**src/rtl/sad_best_match.sv**
```systemverilog
// Block-SAD accumulator and best-candidate tracker for motion estimation.
// Optional early rejection counter enabled by SAD_BEST_MATCH_EARLY_TERM_EN.
module sad_best_match #(
    parameter int SAD_WIDTH = 10,
    parameter int ROWS      = 4,
    parameter int NUM_CAND  = 8,
    localparam int ACC_W    = SAD_WIDTH + $clog2(ROWS),
    localparam int IDX_W    = (NUM_CAND > 1) ? $clog2(NUM_CAND) : 1
) (
    input  logic                 clk,
    input  logic                 rst,
    input  logic                 start,
    input  logic                 sad_valid,
    input  logic [SAD_WIDTH-1:0] sad_in,
    output logic                 busy,
    output logic                 done,
    output logic [ACC_W-1:0]     best_sad,
    output logic [IDX_W-1:0]     best_idx,
    output logic [IDX_W-1:0]     cand_idx
`ifdef SAD_BEST_MATCH_EARLY_TERM_EN
    ,
    output logic [IDX_W:0]       early_term_cnt
`endif
);

    localparam int RC_W = (ROWS > 1) ? $clog2(ROWS) : 1;
    localparam logic [ACC_W-1:0] SAD_MAX  = {ACC_W{1'b1}};
    localparam logic [ACC_W-1:0] ACC_ZERO = {ACC_W{1'b0}};
    localparam logic [RC_W-1:0]  ROW_LAST = RC_W'(ROWS - 1);
    localparam logic [IDX_W-1:0] CAND_LAST = IDX_W'(NUM_CAND - 1);

    typedef enum logic [1:0] {
        IDLE  = 2'd0,
        ACCUM = 2'd1,
        DONE  = 2'd2
    } state_t;

    state_t            state_r;
    logic [RC_W-1:0]   row_cnt_r;
    logic [ACC_W-1:0]  acc_r;
    logic [ACC_W-1:0]  block_s;
    logic              last_row_s;
    logic              last_cand_s;
    logic              better_s;
    logic              compare_en_s;

    assign block_s     = acc_r + ACC_W'(sad_in);
    assign last_row_s  = (row_cnt_r == ROW_LAST);
    assign last_cand_s = (cand_idx == CAND_LAST);
    assign better_s    = (block_s < best_sad);

`ifdef SAD_BEST_MATCH_EARLY_TERM_EN
    logic rej_r;
    logic reject_now_s;

    // A rejected candidate can never beat best_sad, so skipping its compare leaves results unchanged.
    assign reject_now_s = !rej_r && (best_sad != SAD_MAX) && (block_s >= best_sad);
    assign compare_en_s = !rej_r;

    // Rejection flag and per-search rejection counter.
    always_ff @(posedge clk or posedge rst) begin
        if (rst) begin
            rej_r          <= 1'b0;
            early_term_cnt <= {(IDX_W+1){1'b0}};
        end else begin
            case (state_r)
                IDLE: begin
                    rej_r <= 1'b0;
                    if (start) begin
                        early_term_cnt <= {(IDX_W+1){1'b0}};
                    end
                end
                ACCUM: begin
                    if (sad_valid) begin
                        if (reject_now_s) begin
                            early_term_cnt <= early_term_cnt + (IDX_W+1)'(1'b1);
                        end
                        if (last_row_s) begin
                            rej_r <= 1'b0;
                        end else if (reject_now_s) begin
                            rej_r <= 1'b1;
                        end
                    end
                end
                default: begin
                    rej_r <= 1'b0;
                end
            endcase
        end
    end
`else
    assign compare_en_s = 1'b1;
`endif

    // Search controller: row accumulation, candidate compare and result registers.
    always_ff @(posedge clk or posedge rst) begin
        if (rst) begin
            state_r   <= IDLE;
            busy      <= 1'b0;
            done      <= 1'b0;
            best_sad  <= SAD_MAX;
            best_idx  <= {IDX_W{1'b0}};
            cand_idx  <= {IDX_W{1'b0}};
            row_cnt_r <= {RC_W{1'b0}};
            acc_r     <= ACC_ZERO;
        end else begin
            case (state_r)
                IDLE: begin
                    done <= 1'b0;
                    busy <= 1'b0;
                    if (start) begin
                        state_r   <= ACCUM;
                        busy      <= 1'b1;
                        acc_r     <= ACC_ZERO;
                        row_cnt_r <= {RC_W{1'b0}};
                        cand_idx  <= {IDX_W{1'b0}};
                        best_sad  <= SAD_MAX;
                    end
                end
                ACCUM: begin
                    done <= 1'b0;
                    if (sad_valid) begin
                        if (last_row_s) begin
                            acc_r     <= ACC_ZERO;
                            row_cnt_r <= {RC_W{1'b0}};
                            if (compare_en_s && better_s) begin
                                best_sad <= block_s;
                                best_idx <= cand_idx;
                            end
                            if (last_cand_s) begin
                                cand_idx <= {IDX_W{1'b0}};
                                state_r  <= DONE;
                                busy     <= 1'b0;
                                done     <= 1'b1;
                            end else begin
                                cand_idx <= cand_idx + IDX_W'(1'b1);
                            end
                        end else begin
                            acc_r     <= block_s;
                            row_cnt_r <= row_cnt_r + RC_W'(1'b1);
                        end
                    end
                end
                DONE: begin
                    done    <= 1'b0;
                    busy    <= 1'b0;
                    state_r <= IDLE;
                end
                default: begin
                    state_r <= IDLE;
                    busy    <= 1'b0;
                    done    <= 1'b0;
                end
            endcase
        end
    end

endmodule

```
**config.mk**
```make
export PLATFORM = sky130hd
export DESIGN_NAME = sad_best_match
export DESIGN_NICKNAME = d
export VERILOG_FILES = /design/src/rtl/sad_best_match.sv
export SDC_FILE = /design/constraint.sdc
export NUM_CORES = 1
export LEC_CHECK = 0
export BUFFER_PORTS_ARGS = -buffer_cell sky130_fd_sc_hd__buf_2
export CAP_MARGIN = 0
export CORE_ASPECT_RATIO = 1.2
export CORE_MARGIN = 4
export CORE_UTILIZATION = 35
export DETAILED_ROUTE_END_ITERATION = 10
export SLEW_MARGIN = 20
export SYNTH_ARGS = -nofsm -noshare
export SYNTH_HDL_FRONTEND = slang
export SYNTH_SLANG_ARGS = --single-unit
```
**constraint.sdc**
```tcl
create_clock -name clk -period 4.37 [get_ports clk]
set_input_delay 0.437 -clock clk [delete_from_list [all_inputs] [get_ports clk]]
set_output_delay 0.437 -clock clk [all_outputs]
set_load 0.02 [all_outputs]
```
==> run_results.csv <==
group,metric,value,unit
setup_path,cp-startpoint,"acc_r[1]",
clocking,cts_hold_buffers,0,
place,dp_hpwl,3571,µm
logic_synthesis,syn_avg_cell_area,10.75,µm²
clocking,cts_sinks,36,
die,start_util,0.3625,
detailed_routing,wl_met1,2208,µm
clocking,cts_setup_buffers,0,
flow_run,maxCapViolCount,0,
logic_synthesis,ys_types,44,
setup_path,worstPathArrival,3990,ps
logic_synthesis,ys_ff_latch,36,
global_routing,grt_pass1_vias,1687,
logic_synthesis,synth_fp_nets,243,
detailed_routing,dr.pass1.iters,4,
timing,tns,0,ps
setup_path,worst_setup_path_start_kind,"flip-flop",
clocking,clk_latency,290,ps
clocking,cts_tree,"done",
setup_path,worst_setup_path_end_kind,"flip-flop",
setup_path,crit_family,"compound AO/OA/AOI/OAI gates",
detailed_routing,top_layer_used,"met4",
status,status,"complete, no violations",
logic_synthesis,yosys_most_used_dff,"dfrtp_1",
detailed_routing,wl_per_cell,15.02,µm
final_layout,drive_gt1_frac,0.2645,
setup_path,crit_cells,12,
timing,fin_worst_skew,4.228,ps
detailed_routing,wl_met2,2294,µm
timing,hold_viol,0,
setup_path,rrSetupSlack,560,ps
global_routing,antenna_found_initial,0,
global_routing,overflow,0,
setup_path,timing.critical_path.fanout_max,14,
power,power_density,854.4,mW/mm²
setup_path,rr_startpoint,"acc_r[1]",
timing,drv_slew,0,
detailed_routing,finalWirelength,4868,µm
clocking,cts_root_buf,"clkbuf_8",
logic_synthesis,yosysTopAreaCell,"dfrtp_1",
timing,fin_crit,3812,ps
detailed_routing,wl_met3,205,µm
die,io_pins,34,
detailed_routing,viasPerCell,5.108,
logic_synthesis,synth_edf_count,0,
setup_path,crit_required,4550,ps
timing,post-route-period-util,0.8722,
power,p_leak,1.292,nW
logic_synthesis,ys_seq_area_frac,0.4176,
die,row_count,31,
setup_path,r2r-end,"best_idx[0]",
timing,tightestPinTransition,855.8,ps
logic_synthesis,synth_area,0.002193,mm²
clocking,cts_resized,0,
setup_path,r2r_cells,12,
clocking,cts_max_level,2,
global_routing,grt_pass1_wl,8217,µm
logic_synthesis,yosys_warnings,0,
final_layout,nNetsFinal,280,
clocking,path_clk_slew,80,ps
setup_path,crit_slowest_cell,"or3_1",
detailed_routing,drc,0,
setup_path,slowest_delay,590,ps
timing,slew_headroom,0.4264,
final_layout,syn_to_final_growth,16.03,%
die,die_y,94.72,µm
setup_path,worstPathCellList,"ha_1 > a211o_1 > a21oi_1 > buf_4 > xnor2_1 > ha_1 > a21o_1 > a21o_1 > a221oi_2 > o21ai_1 > or3_1 > mux2_4",
die,core,0.006051,mm²
setup_path,critPathBufInv,1,
global_routing,track_usage,0.1423,
timing,setup_violations,0,
die,die_area,0.007603,mm²
logic_synthesis,synth.area.top_cells,"dfrtp_1 (27%), dfstp_2 (14%), ha_1 (14%), a22o_1 (4.4%), o22a_1 (4.4%)",
global_routing,grt_max_degree,37,
place,routabilityCongestion,0.8170,
logic_synthesis,synth.top_cell.area_share,0.2738,
power,ir_worst_vdd,0.0003383,V
place,io_buffer_count,33,
logic_synthesis,async_flop_share,1.000,
min_path,min_path_type,"input pin to asynchronous set/reset pin",
die,die_w,80.27,µm
detailed_routing,vias,1655,
setup_path,crit_type,"flip-flop to flip-flop",
timing,rsz0062_at_grt,"false",
clocking,cts.path.max_buffers,2,
clocking,cts_buffers,5,
timing,holdWs,235.9,ps
final_layout,n_antenna_cell,0,
detailed_routing,antenna_left,0,
setup_path,crit_end,"best_idx[0]",
logic_synthesis,synth_cells,204,
detailed_routing,first_iter_violations,53,
timing,max_freq,262.4,MHz
-- synthesized netlist by cell type (3+ instances only) --
cell type	n
nand2_1	11
a22o_1	11
a21oi_1	12
a211oi_1	3
o21ai_1	4
mux2_4	3
nand4_1	3
nor2_1	7
xor2_1	5
o22a_1	11
nand3_1	6
xnor2_1	5
dfrtp_1	24
inv_1	18
nor3_1	3
clkbuf_1	3
dfstp_2	12
ha_1	24
o21a_1	3
a21o_1	7
-- placed cells by master (no fill, tap or decap), types with 3 or more instances in the layout --
| cell | Yosys | final |
|---|---|---|
| a211oi_1 | 3 | 3 |
| a21o_1 | 7 | 7 |
| a21oi_1 | 12 | 12 |
| a22o_1 | 11 | 11 |
| buf_2 | 0 | 33 |
| buf_4 | 1 | 4 |
| clkbuf_8 | 1 | 5 |
| dfrtp_1 | 24 | 24 |
| dfstp_2 | 12 | 12 |
| ha_1 | 24 | 24 |
| inv_1 | 18 | 18 |
| mux2_4 | 3 | 3 |
| nand2_1 | 11 | 11 |
| nand3_1 | 6 | 6 |
| nand4_1 | 3 | 3 |
| nor2_1 | 7 | 7 |
| o21a_1 | 3 | 3 |
| o21ai_1 | 4 | 4 |
| o22a_1 | 11 | 11 |
| xnor2_1 | 5 | 5 |
| xor2_1 | 5 | 5 |
-- worst min-delay path by stage --
stage | startpoint | endpoint | slack [ps] | cells after the start
6_report | rst | best_idx[0] | 240 | 3
3_3_place_gp | acc_r[11] | acc_r[11] | 480 | 2
5_1_grt | rst | best_idx[0] | 280 | 3
2_1_floorplan | acc_r[11] | acc_r[11] | 460 | 2
3_5_place_dp | acc_r[11] | acc_r[11] | 490 | 2
4_1_cts | rst | best_idx[0] | 260 | 3
-- sequential cells by signal, indices dropped and copies added, names as in the netlist --
name and count:
acc_r 12, best_idx 3, best_sad 12, busy 1, cand_idx 3, done 1
row_cnt_r 2, state_r 2
-- metal layers --
layer	GRT usage	up-vias
met4	0.06479	0
met1	0.1786	782
li1	-	823
met5	0	-
met2	0.2251	37
met3	0.04103	13
-- cell type report --
type,count,area (µm²)
inverter,18,67.56
clock inverter,2,35.03
multi-input combinational,143,1156
sequential,36,915.9
tap,82,102.6
clock buffer,6,72.57
timing repair buffer,37,195.2
fill,617,3506
-- worst reg2reg max path, cell delays in order, from the launching register on --
cell and delay [ps]:
dfrtp_1 420, ha_1 320, a211o_1 280, a21oi_1 220
buf_4 170, xnor2_1 200, ha_1 320, a21o_1 170
a21o_1 190, a221oi_2 340, o21ai_1 110, or3_1 590
mux2_4 390
-- logic make-up after synthesis --
| family | Yosys count | share of synthesized area |
|---|---|---|
| adder cells (fa/ha/maj) | 25 | 0.1460 |
| flip-flops | 36 | 0.4176 |
| XOR/XNOR | 10 | 0.03993 |
| multiplexers | 5 | 0.03080 |
| buffers and inverters | 25 | 0.05761 |
| AND/OR/NAND/NOR | 38 | 0.08443 |
| AO/OA/AOI/OAI | 65 | 0.2236 |
-- where the power goes --
group          internal [mW]  leakage (nW)  total (mW)  switching, mW
registers              0.516         0.425       0.623          0.107
clock network          0.169        0.0552       0.294          0.124
logic                  0.558         0.812        1.26          0.700
-- metrics by stage --
stage	instances	utilization	area [µm²]	power [mW]	worst slack [ps]
after detailed placement	316	0.4028	2437	1.885	419.2
after global routing	324	0.4206	2545	2.385	299.1
final	324	0.4206	2545	2.174	558.5
after global placement	316	0.4028	2437	1.868	496.5
after floorplan	204	-	2193	1.550	953.9
after CTS	324	0.4206	2545	2.204	551.2
Power figures use the tool's default switching activity.
